$ cat src/rtl/wb_host_pkg.sv
// Shared types and default sizing for the Wishbone host master and its bench.
package wb_host_pkg;

  localparam int DEF_DW      = 8;
  localparam int DEF_AW      = 1;
  localparam int DEF_TIMEOUT = 16;

  typedef enum logic [1:0] {
    ST_IDLE = 2'd0,
    ST_REQ  = 2'd1,
    ST_WAIT = 2'd2,
    ST_RSP  = 2'd3
  } state_t;

endpackage

$ cat src/rtl/wb_timeout_ctr.sv
// Bus-occupancy counter: cleared when a command is taken, counts each enabled cycle,
// and flags the last permitted cycle so the master can abort instead of wrapping.
module wb_timeout_ctr #(
  parameter int TIMEOUT = 16
) (
  input  logic clk,
  input  logic srst,
  input  logic clear,
  input  logic enable,
  output logic expired
);

  localparam int              CW   = $clog2(TIMEOUT);
  localparam logic [CW-1:0]   LAST = CW'(TIMEOUT - 1);

  logic [CW-1:0] count_reg;

  always_ff @(posedge clk) begin
    if (srst || clear) begin
      count_reg <= '0;
    end else if (enable && !expired) begin
      count_reg <= count_reg + CW'(1);
    end
  end

  assign expired = (count_reg == LAST);

endmodule

$ cat src/rtl/wb_host_master.sv
// Single-outstanding Wishbone pipelined master: one host command becomes one bus
// transaction, answered by read data or a timeout error on the response channel.
module wb_host_master
  import wb_host_pkg::*;
#(
  parameter int DW      = DEF_DW,
  parameter int AW      = DEF_AW,
  parameter int TIMEOUT = DEF_TIMEOUT
) (
  input  logic          i_clk,
  input  logic          i_reset,
  input  logic          i_cmd_valid,
  output logic          o_cmd_ready,
  input  logic          i_cmd_we,
  input  logic [AW-1:0] i_cmd_addr,
  input  logic [DW-1:0] i_cmd_data,
  output logic          o_rsp_valid,
  input  logic          i_rsp_ready,
  output logic [DW-1:0] o_rsp_data,
  output logic          o_rsp_err,
  output logic          o_wb_cyc,
  output logic          o_wb_stb,
  output logic          o_wb_we,
  output logic [AW-1:0] o_wb_addr,
  output logic [DW-1:0] o_wb_data,
  input  logic          i_wb_stall,
  input  logic          i_wb_ack,
  input  logic [DW-1:0] i_wb_data,
  output logic          o_busy
);

  state_t        state_reg, state_next;
  logic          we_reg;
  logic [AW-1:0] addr_reg;
  logic [DW-1:0] data_reg;
  logic [DW-1:0] rsp_data_reg;
  logic          rsp_err_reg;

  logic cmd_take;
  logic done_ack;
  logic done_timeout;
  logic ctr_enable;
  logic expired;

  assign ctr_enable = (state_reg == ST_REQ) || (state_reg == ST_WAIT);

  wb_timeout_ctr #(
    .TIMEOUT (TIMEOUT)
  ) u_timeout_ctr (
    .clk     (i_clk),
    .srst    (i_reset),
    .clear   (cmd_take),
    .enable  (ctr_enable),
    .expired (expired)
  );

  always_comb begin
    state_next   = state_reg;
    cmd_take     = 1'b0;
    done_ack     = 1'b0;
    done_timeout = 1'b0;
    case (state_reg)
      ST_IDLE: begin
        if (i_cmd_valid) begin
          cmd_take   = 1'b1;
          state_next = ST_REQ;
        end
      end
      ST_REQ: begin
        // An ack is only meaningful once the strobe has been accepted; an ack on the
        // final counted cycle beats the timeout.
        if (!i_wb_stall && i_wb_ack) begin
          done_ack   = 1'b1;
          state_next = ST_RSP;
        end else if (expired) begin
          done_timeout = 1'b1;
          state_next   = ST_RSP;
        end else if (!i_wb_stall) begin
          state_next = ST_WAIT;
        end
      end
      ST_WAIT: begin
        if (i_wb_ack) begin
          done_ack   = 1'b1;
          state_next = ST_RSP;
        end else if (expired) begin
          done_timeout = 1'b1;
          state_next   = ST_RSP;
        end
      end
      ST_RSP: begin
        if (i_rsp_ready) begin
          state_next = ST_IDLE;
        end
      end
      default: state_next = ST_IDLE;
    endcase
  end

  always_ff @(posedge i_clk) begin
    if (i_reset) begin
      state_reg    <= ST_IDLE;
      we_reg       <= 1'b0;
      addr_reg     <= '0;
      data_reg     <= '0;
      rsp_data_reg <= '0;
      rsp_err_reg  <= 1'b0;
    end else begin
      state_reg <= state_next;
      if (cmd_take) begin
        we_reg   <= i_cmd_we;
        addr_reg <= i_cmd_addr;
        data_reg <= i_cmd_data;
      end
      if (done_ack) begin
        rsp_data_reg <= we_reg ? '0 : i_wb_data;
        rsp_err_reg  <= 1'b0;
      end else if (done_timeout) begin
        rsp_data_reg <= '0;
        rsp_err_reg  <= 1'b1;
      end else if (state_reg == ST_RSP && i_rsp_ready) begin
        rsp_data_reg <= '0;
        rsp_err_reg  <= 1'b0;
      end
    end
  end

  assign o_cmd_ready = (state_reg == ST_IDLE);
  assign o_busy      = (state_reg != ST_IDLE);
  assign o_wb_cyc    = ctr_enable;
  assign o_wb_stb    = (state_reg == ST_REQ);
  assign o_wb_we     = we_reg;
  assign o_wb_addr   = addr_reg;
  assign o_wb_data   = data_reg;
  assign o_rsp_valid = (state_reg == ST_RSP);
  assign o_rsp_data  = rsp_data_reg;
  assign o_rsp_err   = rsp_err_reg;

endmodule

$ cat config.mk
export PLATFORM = sky130hd
export DESIGN_NAME = wb_host_master
export DESIGN_NICKNAME = d
export VERILOG_FILES = /design/src/rtl/wb_host_pkg.sv /design/src/rtl/wb_timeout_ctr.sv /design/src/rtl/wb_host_master.sv
export SDC_FILE = /design/constraint.sdc
export NUM_CORES = 1
export LEC_CHECK = 0
export BUFFER_PORTS_ARGS = -buffer_cell sky130_fd_sc_hd__clkbuf_2
export CAP_MARGIN = 20
export CORE_MARGIN = 3
export CORE_UTILIZATION = 32
export CTS_CLUSTER_DIAMETER = 30
export DETAILED_ROUTE_END_ITERATION = 10
export SYNTH_ARGS = -nofsm -noshare
export SYNTH_HDL_FRONTEND = slang
export SYNTH_SLANG_ARGS = --single-unit
$ cat constraint.sdc
create_clock -name i_clk -period 5.4 [get_ports i_clk]
set_clock_uncertainty 0.1 [all_clocks]
set_input_delay 0.27 -clock i_clk [delete_from_list [all_inputs] [get_ports i_clk]]
set_output_delay 0.27 -clock i_clk [all_outputs]
set_load 0.005 [all_outputs]
# Word level (Yosys, flattened, before mapping)
# Index checks and enable logic that the tools add are counted.
# totals
ff_bits	25
inputBits	24
# op_classes
mux	23
n_reduce_logical	13
add_sub_neg	1
eq_ne	8
# op_table
operator	n
$mux 8	4
$mux 2	7
$mux 1	9
$pmux 2 s4	1
$add 4x1->4 const B	1
$eq 2x2->1 const B	2
$eq 4x4->1 const B	1
$ne 4x2->1 const B	1
$pmux 1 s2	2
$reduce_and 4->1	1
$reduce_bool 2->1	2
$logic_and 1x1->1	3
$ne 3x2->1 const B	1
$reduce_bool 3->1	1
$eq 2x1->1 const B	1
$logic_not 1->1	2
$logic_not 2->1	1
$logic_or 1x1->1	2
$ne 2x1->1 const B	1
$ne 2x2->1 const B	1
$reduce_or 2->1	1

# Longest topological paths before layout
# Gate-level depths: netlist (run 1).
# logic_depth
ltp_word	6
mapped_depth	8
depth_no_buf	6

# Hierarchy
# Synthesis (run 1) repeated with hierarchy kept, for this count alone.
# unflattened
hier_cells	144
hier_area_um2	1222.4
# by_module_without_submodules
mod	cells_per_inst	seq_area_each_um2	area_each_um2	instances
wb_host_master	122	420.4	1011.0	1
wb_timeout_ctr	22	80.1	211.5	1

# Least setup slack after synthesis (run 1)
# OpenSTA, ideal clock, no wires.
# synth_path
path_kind	reg2reg
from	reg state_reg[1]
to	reg rsp_data_reg[7], in the netlist o_rsp_data[7]
setup_slack_ps	3637
synth_period_minus_slack_ps	1763
setup_ps	134
t_arrival_ps	1529
path_stages_with_launch	9
path_buffers	2
required_time_ps	5166
path_cell_list	dfxtp_1 > inv_1 > ha_1 > buf_4 > o21ai_1 > a211o_2 > buf_2 > nand4_1 > a21oi_1
# synth_between
elab_chain_cells	4
# synth_lines
element	line_no	source
start: declaration	wb_host_master.sv:32	state_t state_reg, state_next;
start signal: assignment	wb_host_master.sv:109	state_reg <= state_next;
$eq 2x2->1 / $eq 2x1->1 (equally long branches)	wb_host_master.sv:62	case (state_reg)
$pmux 1 s2	wb_host_master.sv:62	
$mux 8	wb_host_master.sv:118	end else if (done_timeout) begin
$mux 8	wb_host_master.sv:115	if (done_ack) begin
end signal: assignment	wb_host_master.sv:116	rsp_data_reg <= we_reg ? '0 : i_wb_data;
end: declaration	wb_host_master.sv:36	logic [DW-1:0] rsp_data_reg;
# Several ways; a longest one is shown, not always the timed one.
# A chain may end at the register's enable or synchronous reset.

# Final worst setup path (run 1)
# layout_path
from	reg state_reg[1]
to	reg rsp_data_reg[4], in the netlist o_rsp_data[4]
# Same word-level chain as after synthesis.

==> results of run 1 <==
-- layout by cell type (no fill, tap or decap), drive strengths merged, types with 6 or more instances in the layout --
master  synthesis  final
a21oi          22     22
clkbuf          4     51
dfxtp          25     25
ha              6      6
inv             7      7
nand2          36     36
nand4           9      9
-- report_power, final --
part / switching, mW / internal (mW)
sequential: 0.0223 / 0.213
clock: 0.0557 / 0.0289
combinational: 0.127 / 0.0879
total: 0.205 / 0.330
-- final timing paths --
kind / startpoint / end / cells after the start
worst max-delay path: state_reg[1] / o_rsp_data[4] / 6
worst min-delay path: i_wb_data[5] / o_rsp_data[5] / 3
worst max register to register: state_reg[1] / o_rsp_data[4] / 6
worst min register to register: o_wb_data[3] / o_wb_data[3] / 2
-- stage by stage --
step	instances	instance area, um2
2_1_floorplan	136	1130
3_3_place_gp	221	1400
3_5_place_dp	221	1400
4_1_cts	225	1420
5_1_grt	225	1420
6_report	225	1420
-- worst reg2reg max path, cell delays in order (launching register included) --
cell and delay [ns]:
dfxtp_1 0.44, inv_1 0.12, ha_1 0.47, o21ai_1 0.11
a211o_2 0.40, nand4_1 0.13, a21oi_1 0.07
-- final cells by class --
| cell class | instances | area, um2 | share of cell area, % |
|---|---|---|---|
| clock buffer | 4 | 26.3 | 1.85 |
| inverter | 7 | 26.3 | 1.85 |
| multi-input combinational | 98 | 578 | 40.7 |
| sequential | 25 | 500 | 35.2 |
| tap | 44 | 55.1 | 3.87 |
| timing repair buffer | 47 | 235 | 16.5 |
-- kinds of logic after synthesis --
| group | Yosys count | share of synthesized area [%] |
|---|---|---|
| XOR/XNOR | 1 | 0.774 |
| flip-flops | 25 | 44.2 |
| AO/OA/AOI/OAI | 33 | 19.0 |
| buffers and inverters | 13 | 4.75 |
| AND/OR/NAND/NOR | 58 | 24.6 |
| adder cells (fa/ha/maj) | 6 | 6.63 |
-- layer usage --
| metal | GRT usage [%] | wire, um | share of wire, % |
|---|---|---|---|
| met5 | 0 | 0 | 0 |
| met4 | 3.11 | 23 | 0.80 |
| met3 | 3.93 | 184 | 6.4 |
| met2 | 28.2 | 1440 | 50 |
| met1 | 15.6 | 1240 | 43 |
==> run metrics, run 1 <==
CP Capture Type=register; delay-heaviest family, CP=compound AO/OA/AOI/OAI gates; Worst Hold Class=input pin to register; Worst setup SP type=register; FMAX=just over 500 MHz; Post-synth EDFFs=0; Finish-stage setup viols=0; Synth area leaders=dfxtp_1, nand2_1, a21oi_1; worst reg2reg setup slack=between 3 and 4 ns; Max Root-Sink Buffers=2; syn_nets=166; Total Neg Setup Slack=0 ns; first-pass GRT wire length=4820 um; area grow syn2layout=25.5%; worst slew pin tran=between 0.4 and 0.5 ns; worst-path fanout max=10; die area=between 4000 and 5000 um2; FP Rows=20; clock root cell=clkbuf_4; minimum clock period after layout=1.96 ns; deepest level of the CTS H-tree=1; unique cell type count in the Yosys netlist=33; Ant. Diodes=0; largest net degree at the start of global routing=22; cell at the slowest stage of the critical path=ha_1; Fillers=359; die outline width=65.5 um; Clock Latency Late Sink=0.32 ns; clock slew at reported path FFs=0.14 ns; vias after detailed routing=about 1100; GRT overflow=0; DP HPWL=roughly 2300 um; DR WL/cell=12.8 um; Bufs and invs on worst path=1; Mapped Cells=136; Primary FF master, synth=dfxtp_1; Hold Slack=0.0481 ns; Hold Vio Cnt, Final=0; most frequent cell after synthesis=nand2_1; Routability Congestion=~0.77; pre-CTS setup slack=3.46 ns; unrepaired setup endpoints after global routing=false; final worst slack=between 3 and 4 ns; Final Max Tran Viols=0; chip height=65.5 um; Crit path required time=5.51 ns; worst vdd ir=around 0.17 mV; core area=3200 um2; Mapped Area=~1100 um2; # DRC=0; DRT Pass-1 Iters=4; gr usage total=14.6%; Yosys top cell area share=44.2%; period utilisation layout=36.4%; Final Power=0.535 mW; layout cells sized above 1=32.0%; ys async rst share=0%; TritonCTS clock tree=done; outcome=finished clean; register area share after synthesis=44.2%; Max stage delay on crit path=0.47 ns; max_cap viols=0; cts hold-fix bufs=0; Commonest cells post-synth=nand2_1, dfxtp_1, a21oi_1, nand4_1, inv_1; Via-to-Cell Ratio=just under 5; leading area contributor after synthesis=dfxtp_1; DRT iter0 DRCs=between 40 and 50; Initial Utilization=35.4%; Crit Path Category=register to register; initial antenna violation count=0; Total Wirelength=2890 um; post-cts sizing count=0; CP arrival=a little over 2 ns; Seq cells post-synth=25; Syn Area/Cell=around 8.3 um2; nets=212; Yosys Warn Count=0; I/O Pins=48; Leakage=~0.63 nW; total CTS buffers=3; worst-path cell chain=inv_1, ha_1, o21ai_1, a211o_2, nand4_1, a21oi_1; Post-CTS Setup Inserts=0; number of global-route vias before repair=roughly 1100; max_slew headroom=70.8%; Pwr Density=376 nW/um2; number of routed nets with antenna violations=0; Final Util=between 40% and 50%; Sink Count=25; port bufs=between 40 and 50
Note: power is estimated with default switching activity, not from simulation.
==> inputs of run 2 (changes only) <==
ABC_AREA = 1   (was default)
clock period = 2.1 ns   (was 5.4 ns; I/O delays follow)
==> run metrics, run 2 <==
Clock Latency Late Sink=0.33 ns; Crit Path Category=register to register; port bufs=47; first-pass GRT wire length=4630 um; Hold Slack=around 0.14 ns; Mapped Cells=~160; Total Wirelength=2720 um; GRT overflow=0; Critical Path Sink=o_rsp_data[4]; most common library cell in the layout ignoring fill and taps=clkbuf_2; area of the multi-input gates=roughly 600 um2; post-cts sizing count=0; Critical path origin=state_reg[0]; Commonest cells post-synth=nand2_1, nor2_1, dfxtp_1, inv_1, a21oi_1; total CTS buffers=3; most frequent cell after synthesis=nand2_1; Mapped Area=1170 um2; initial antenna violation count=0; register area share after synthesis=42.8%; R2R cell count=7; Seq cells post-synth=25; Leakage=0.828 nW; Ant. Diodes=0; worst reg2reg setup slack=0.33 ns; Finish-stage setup viols=0; minimum clock period after layout=1.77 ns; Via-to-Cell Ratio=4.35; Hold Vio Cnt, Final=0; unrepaired setup endpoints after global routing=false; Total Neg Setup Slack=0 ns; Yosys top cell area share=between 40% and 50%; Max Root-Sink Buffers=2; Primary FF master, synth=dfxtp_1; Synth area leaders=dfxtp_1, nand2_1, nor2_1; Post-CTS Setup Inserts=0; Worst setup SP type=register; commonest non-fill, non-tap cells in the layout=clkbuf_2, nand2_1, nor2_1; Final Max Tran Viols=0; gr usage total=13.2%; final std cells w/o fill=270; largest net degree at the start of global routing=17; clock root cell=clkbuf_4; clock slew at reported path FFs=0.15 ns; DRT iter0 DRCs=30; max_cap viols=0; number of routed nets with antenna violations=0; leading area contributor after synthesis=dfxtp_1; DRT Pass-1 Iters=4; FMAX=565 MHz; unique cell type count in the Yosys netlist=23; max_slew headroom=78.0%; number of global-route vias before repair=1121; Syn Area/Cell=7.50 um2; core area=3420 um2; CP arrival=1.93 ns; nets=roughly 260; Fillers=356; die area=between 4000 and 5000 um2; worst-path fanout max=8; TritonCTS clock tree=done; layout cells sized above 1=28.1%; outcome=finished clean; Post-synth EDFFs=0; Cell Area, Placed=1450 um2; post-route cell area=1690 um2; deepest level of the CTS H-tree=1; Pwr Density=957 nW/um2; die outline width=66.5 um; worst vdd ir=0.545 mV; DP HPWL=2010 um; Reg-to-Reg Start=state_reg[0]; chip height=between 60 and 70 um; syn_nets=186; period utilisation layout=84.2%; Initial Utilization=34.2%; area grow syn2layout=44.1%; ys async rst share=0%; I/O Pins=48; # DRC=0; Sink Count=25; DR WL/cell=10.1 um; Routability Congestion=0.817; r2r endpoint=o_rsp_data[4]; CP Capture Type=register; vias after detailed routing=approximately 1200; Worst Hold Class=input pin to register; FP Rows=21; Placed Instances=246; Yosys Warn Count=0; total area of sequential cells=500 um2; worst slew pin tran=0.330 ns; Crit path required time=2.26 ns; Final Util=roughly half
[run 2: changes by cell type after synthesis, moves of 2 or more]
cell / before / now
nor2_1: 2 / 26
a21oi_1: 21 / 14
inv_1: 7 / 15
nand2_2: 1 / 3
nand3_1: 1 / 12
nand4_1: 9 / 0
nor2b_1: 2 / 0
clkbuf_1: 4 / 2
o21ai_0: 1 / 10
nand2_1: 35 / 29
[run 2: cell families after synthesis]
family                   Yosys count  share of synthesized area [%]
AO/OA/AOI/OAI                     27                           13.0
XOR/XNOR                           1                          0.749
adder cells (fa/ha/maj)            6                           6.42
buffers and inverters             21                           7.27
flip-flops                        25                           42.8
AND/OR/NAND/NOR                   76                           29.7
[run 2: metrics by stage]
step	power [mW]	worst slack, ns
after floorplan	1.13	0.545
after global placement	1.37	0.427
after detailed placement	1.37	0.389
after CTS	1.64	0.338
after global routing	1.77	0.182
final	1.61	0.331
[run 2: final cells by class]
cell class              instances  area share, %
clock buffers                   3           1.34
repair buffers                 68           26.3
well taps                      46           3.41
flip-flops and latches         25           29.7
clock inverters                 1          0.520
multi-input cells             110           34.7
inverters                      17           4.08
[run 2: how the worst min path moves through the flow]
stage                            start       endpoint  depth (start not counted)
final                         i_wb_ack      o_rsp_err                          4
after global placement    i_wb_data[6]  o_rsp_data[6]                          3
after CTS                     i_wb_ack      o_rsp_err                          4
after floorplan           i_wb_data[0]  o_rsp_data[0]                          2
after detailed placement  i_wb_data[0]  o_rsp_data[0]                          3
after global routing          i_wb_ack      o_rsp_err                          4
[run 2: power by group]
part | internal, mW | switching (mW) | leakage [nW]
sequential | 0.565 | 0.0657 | 0.204
combinational | 0.315 | 0.436 | 0.605
clock | 0.0775 | 0.154 | 0.0183
total | 0.957 | 0.656 | 0.828
[run 2: what timing repair did]
action / in CTS / in global routing
hold buffers: 20 / 0
hold endpoints to repair: 20 / 0
setup endpoints to repair: 0 / 0
[run 2: worst max-delay path: stages (launching register included)]
cell	delay, ns
dfxtp_1	0.44
inv_1	0.11
ha_1	0.39
nand2_2	0.12
clkinv_4	0.07
a21oi_4	0.24
nand3_1	0.11
a21oi_1	0.13
[run 2: per-layer routing]
layer | wire, um | global-route usage, % | share of wire, % | up-vias
met2 | 1260 | 23.0 | 47 | 34
met4 | 15 | 2.79 | 0.55 | 0
met5 | 0 | 0 | 0 | -
met3 | 176 | 4.72 | 6.5 | 2
met1 | 1260 | 15.4 | 46 | 508
li1 | - | - | - | 630
==> inputs of run 3 (changes only) <==
clock period = 1.8 ns   (was 2.1 ns; I/O delays follow)
==> run metrics, run 3 (synthesized netlist as in run 2, its figures left out) <==
Post-CTS Setup Inserts=0; post-route cell area=1700 um2; Worst setup SP type=register; CP arrival=1.77 ns; max_cap viols=0; Final Max Tran Viols=0; Final Util=around half; worst slew pin tran=between 0.2 and 0.3 ns; clock root cell=clkbuf_4; layout cells sized above 1=29.8%; Leakage=0.832 nW; Initial Utilization=34.2%; WHS Endpoint=o_rsp_err; clock slew at reported path FFs=0.15 ns; I/O Pins=48; DP HPWL=~2100 um; die outline width=around 66 um; DRT Pass-1 Iters=5; chip height=between 60 and 70 um; R2R cell count=7; Finish-stage setup viols=0; Via-to-Cell Ratio=between 4 and 5; worst-path fanout max=9; Pwr Density=1130 nW/um2; FMAX=roughly 610 MHz; Cell Area, Placed=approximately 1500 um2; # DRC=0; die area=4420 um2; worst-path cell chain=inv_1, ha_2, inv_1, a21oi_2, nand3_4, nand3_1, a21oi_1; unrepaired setup endpoints after global routing=false; outcome=finished clean; worst vdd ir=0.785 mV; largest net degree at the start of global routing=15; initial antenna violation count=0; Total Wirelength=2940 um; total CTS buffers=3; Ant. Diodes=0; hold depth=4; deepest level of the CTS H-tree=1; pre-CTS setup slack=0.0646 ns; first-pass GRT wire length=a little under 5000 um; TritonCTS clock tree=done; Sink Count=25; delay-heaviest family, CP=adder cells; Reg-to-Reg Start=state_reg[1]; nets=256; vias after detailed routing=1182; max_slew headroom=between 80% and 90%; Clock Latency Late Sink=roughly 0.32 ns; Max Root-Sink Buffers=2; port bufs=47; FP Rows=21; Hold Vio Cnt, Final=0; minimum clock period after layout=1.65 ns; Crit path required time=1.92 ns; r2r endpoint=o_rsp_data[6]; final worst slack=about 0.15 ns; Crit Path Category=register to register; number of routed nets with antenna violations=0; CP dominant cell by count=inv_1; number of global-route vias before repair=1124; Worst Hold Class=input pin to register; period utilisation layout=between 90% and 100%; Bufs and invs on worst path=2; Hold Path Origin=i_wb_ack; DR WL/cell=10.8 um; area grow syn2layout=45.5%; core area=3420 um2; gr usage total=13.8%; CP Capture Type=register; DRT iter0 DRCs=49; Total Neg Setup Slack=0 ns; cell at the slowest stage of the critical path=ha_2; worst reg2reg setup slack=about 0.15 ns; most common library cell in the layout ignoring fill and taps=clkbuf_2; Max stage delay on crit path=~0.4 ns; Routability Congestion=0.729; commonest non-fill, non-tap cells in the layout=clkbuf_2, nand2_1, nor2_1; GRT overflow=0
run 3: cell type report:
type	instances	area, um2
fill	330	1710
multi-input combinational	110	594
sequential	25	503
timing repair buffer	69	450
inverter	17	68.8
tap	46	57.6
clock buffer	3	22.5
clock inverter	1	5.00
run 3: per-stage QoR:
step | power [mW] | hold slack (ns) | instances
floorplan | 1.32 | 0.137 | 156
global placement | 1.62 | 0.230 | 247
detailed placement | 1.62 | 0.232 | 247
CTS | 1.92 | 0.123 | 271
global route | 2.09 | 0.0962 | 271
finish | 1.92 | 0.0912 | 271
run 3: repair_timing:
| action | in CTS | in global routing |
|---|---|---|
| hold buffers | 20 | 0 |
| hold endpoints to repair | 20 | 0 |
| gates resized for setup | 0 | 4 |
| setup endpoints to repair | 0 | 9 |
run 3: metal layers:
metal	global-route usage, %	vias up	share of wire [%]
li1	-	634	-
met1	16.2	516	45
met2	24.7	30	48
met3	5.06	2	6.3
met4	1.52	0	0.48
met5	0	-	0
run 3: where the power goes:
part	internal, mW	switching [mW]	total, mW
combinational	0.388	0.534	0.922
clock	0.0832	0.175	0.258
sequential	0.664	0.0769	0.741
run 3: worst reg2reg max path, stage by stage, from the launching register on:
cell,delay (ns)
dfxtp_2,0.38
inv_1,0.09
ha_2,0.40
inv_1,0.09
a21oi_2,0.15
nand3_4,0.14
nand3_1,0.12
a21oi_1,0.06
run 3: worst max-delay path by stage:
stage / start / end / slack [ns] / cells after the start
4_1_cts: state_reg[0] / o_rsp_data[6] / 0.03 / 7
3_3_place_gp: state_reg[0] / o_rsp_data[2] / 0.13 / 7
6_report: state_reg[1] / o_rsp_data[6] / 0.15 / 7
5_1_grt: state_reg[1] / o_rsp_data[1] / 0.02 / 7
3_5_place_dp: state_reg[0] / o_rsp_data[6] / 0.06 / 7
2_1_floorplan: state_reg[0] / o_rsp_data[0] / 0.24 / 7
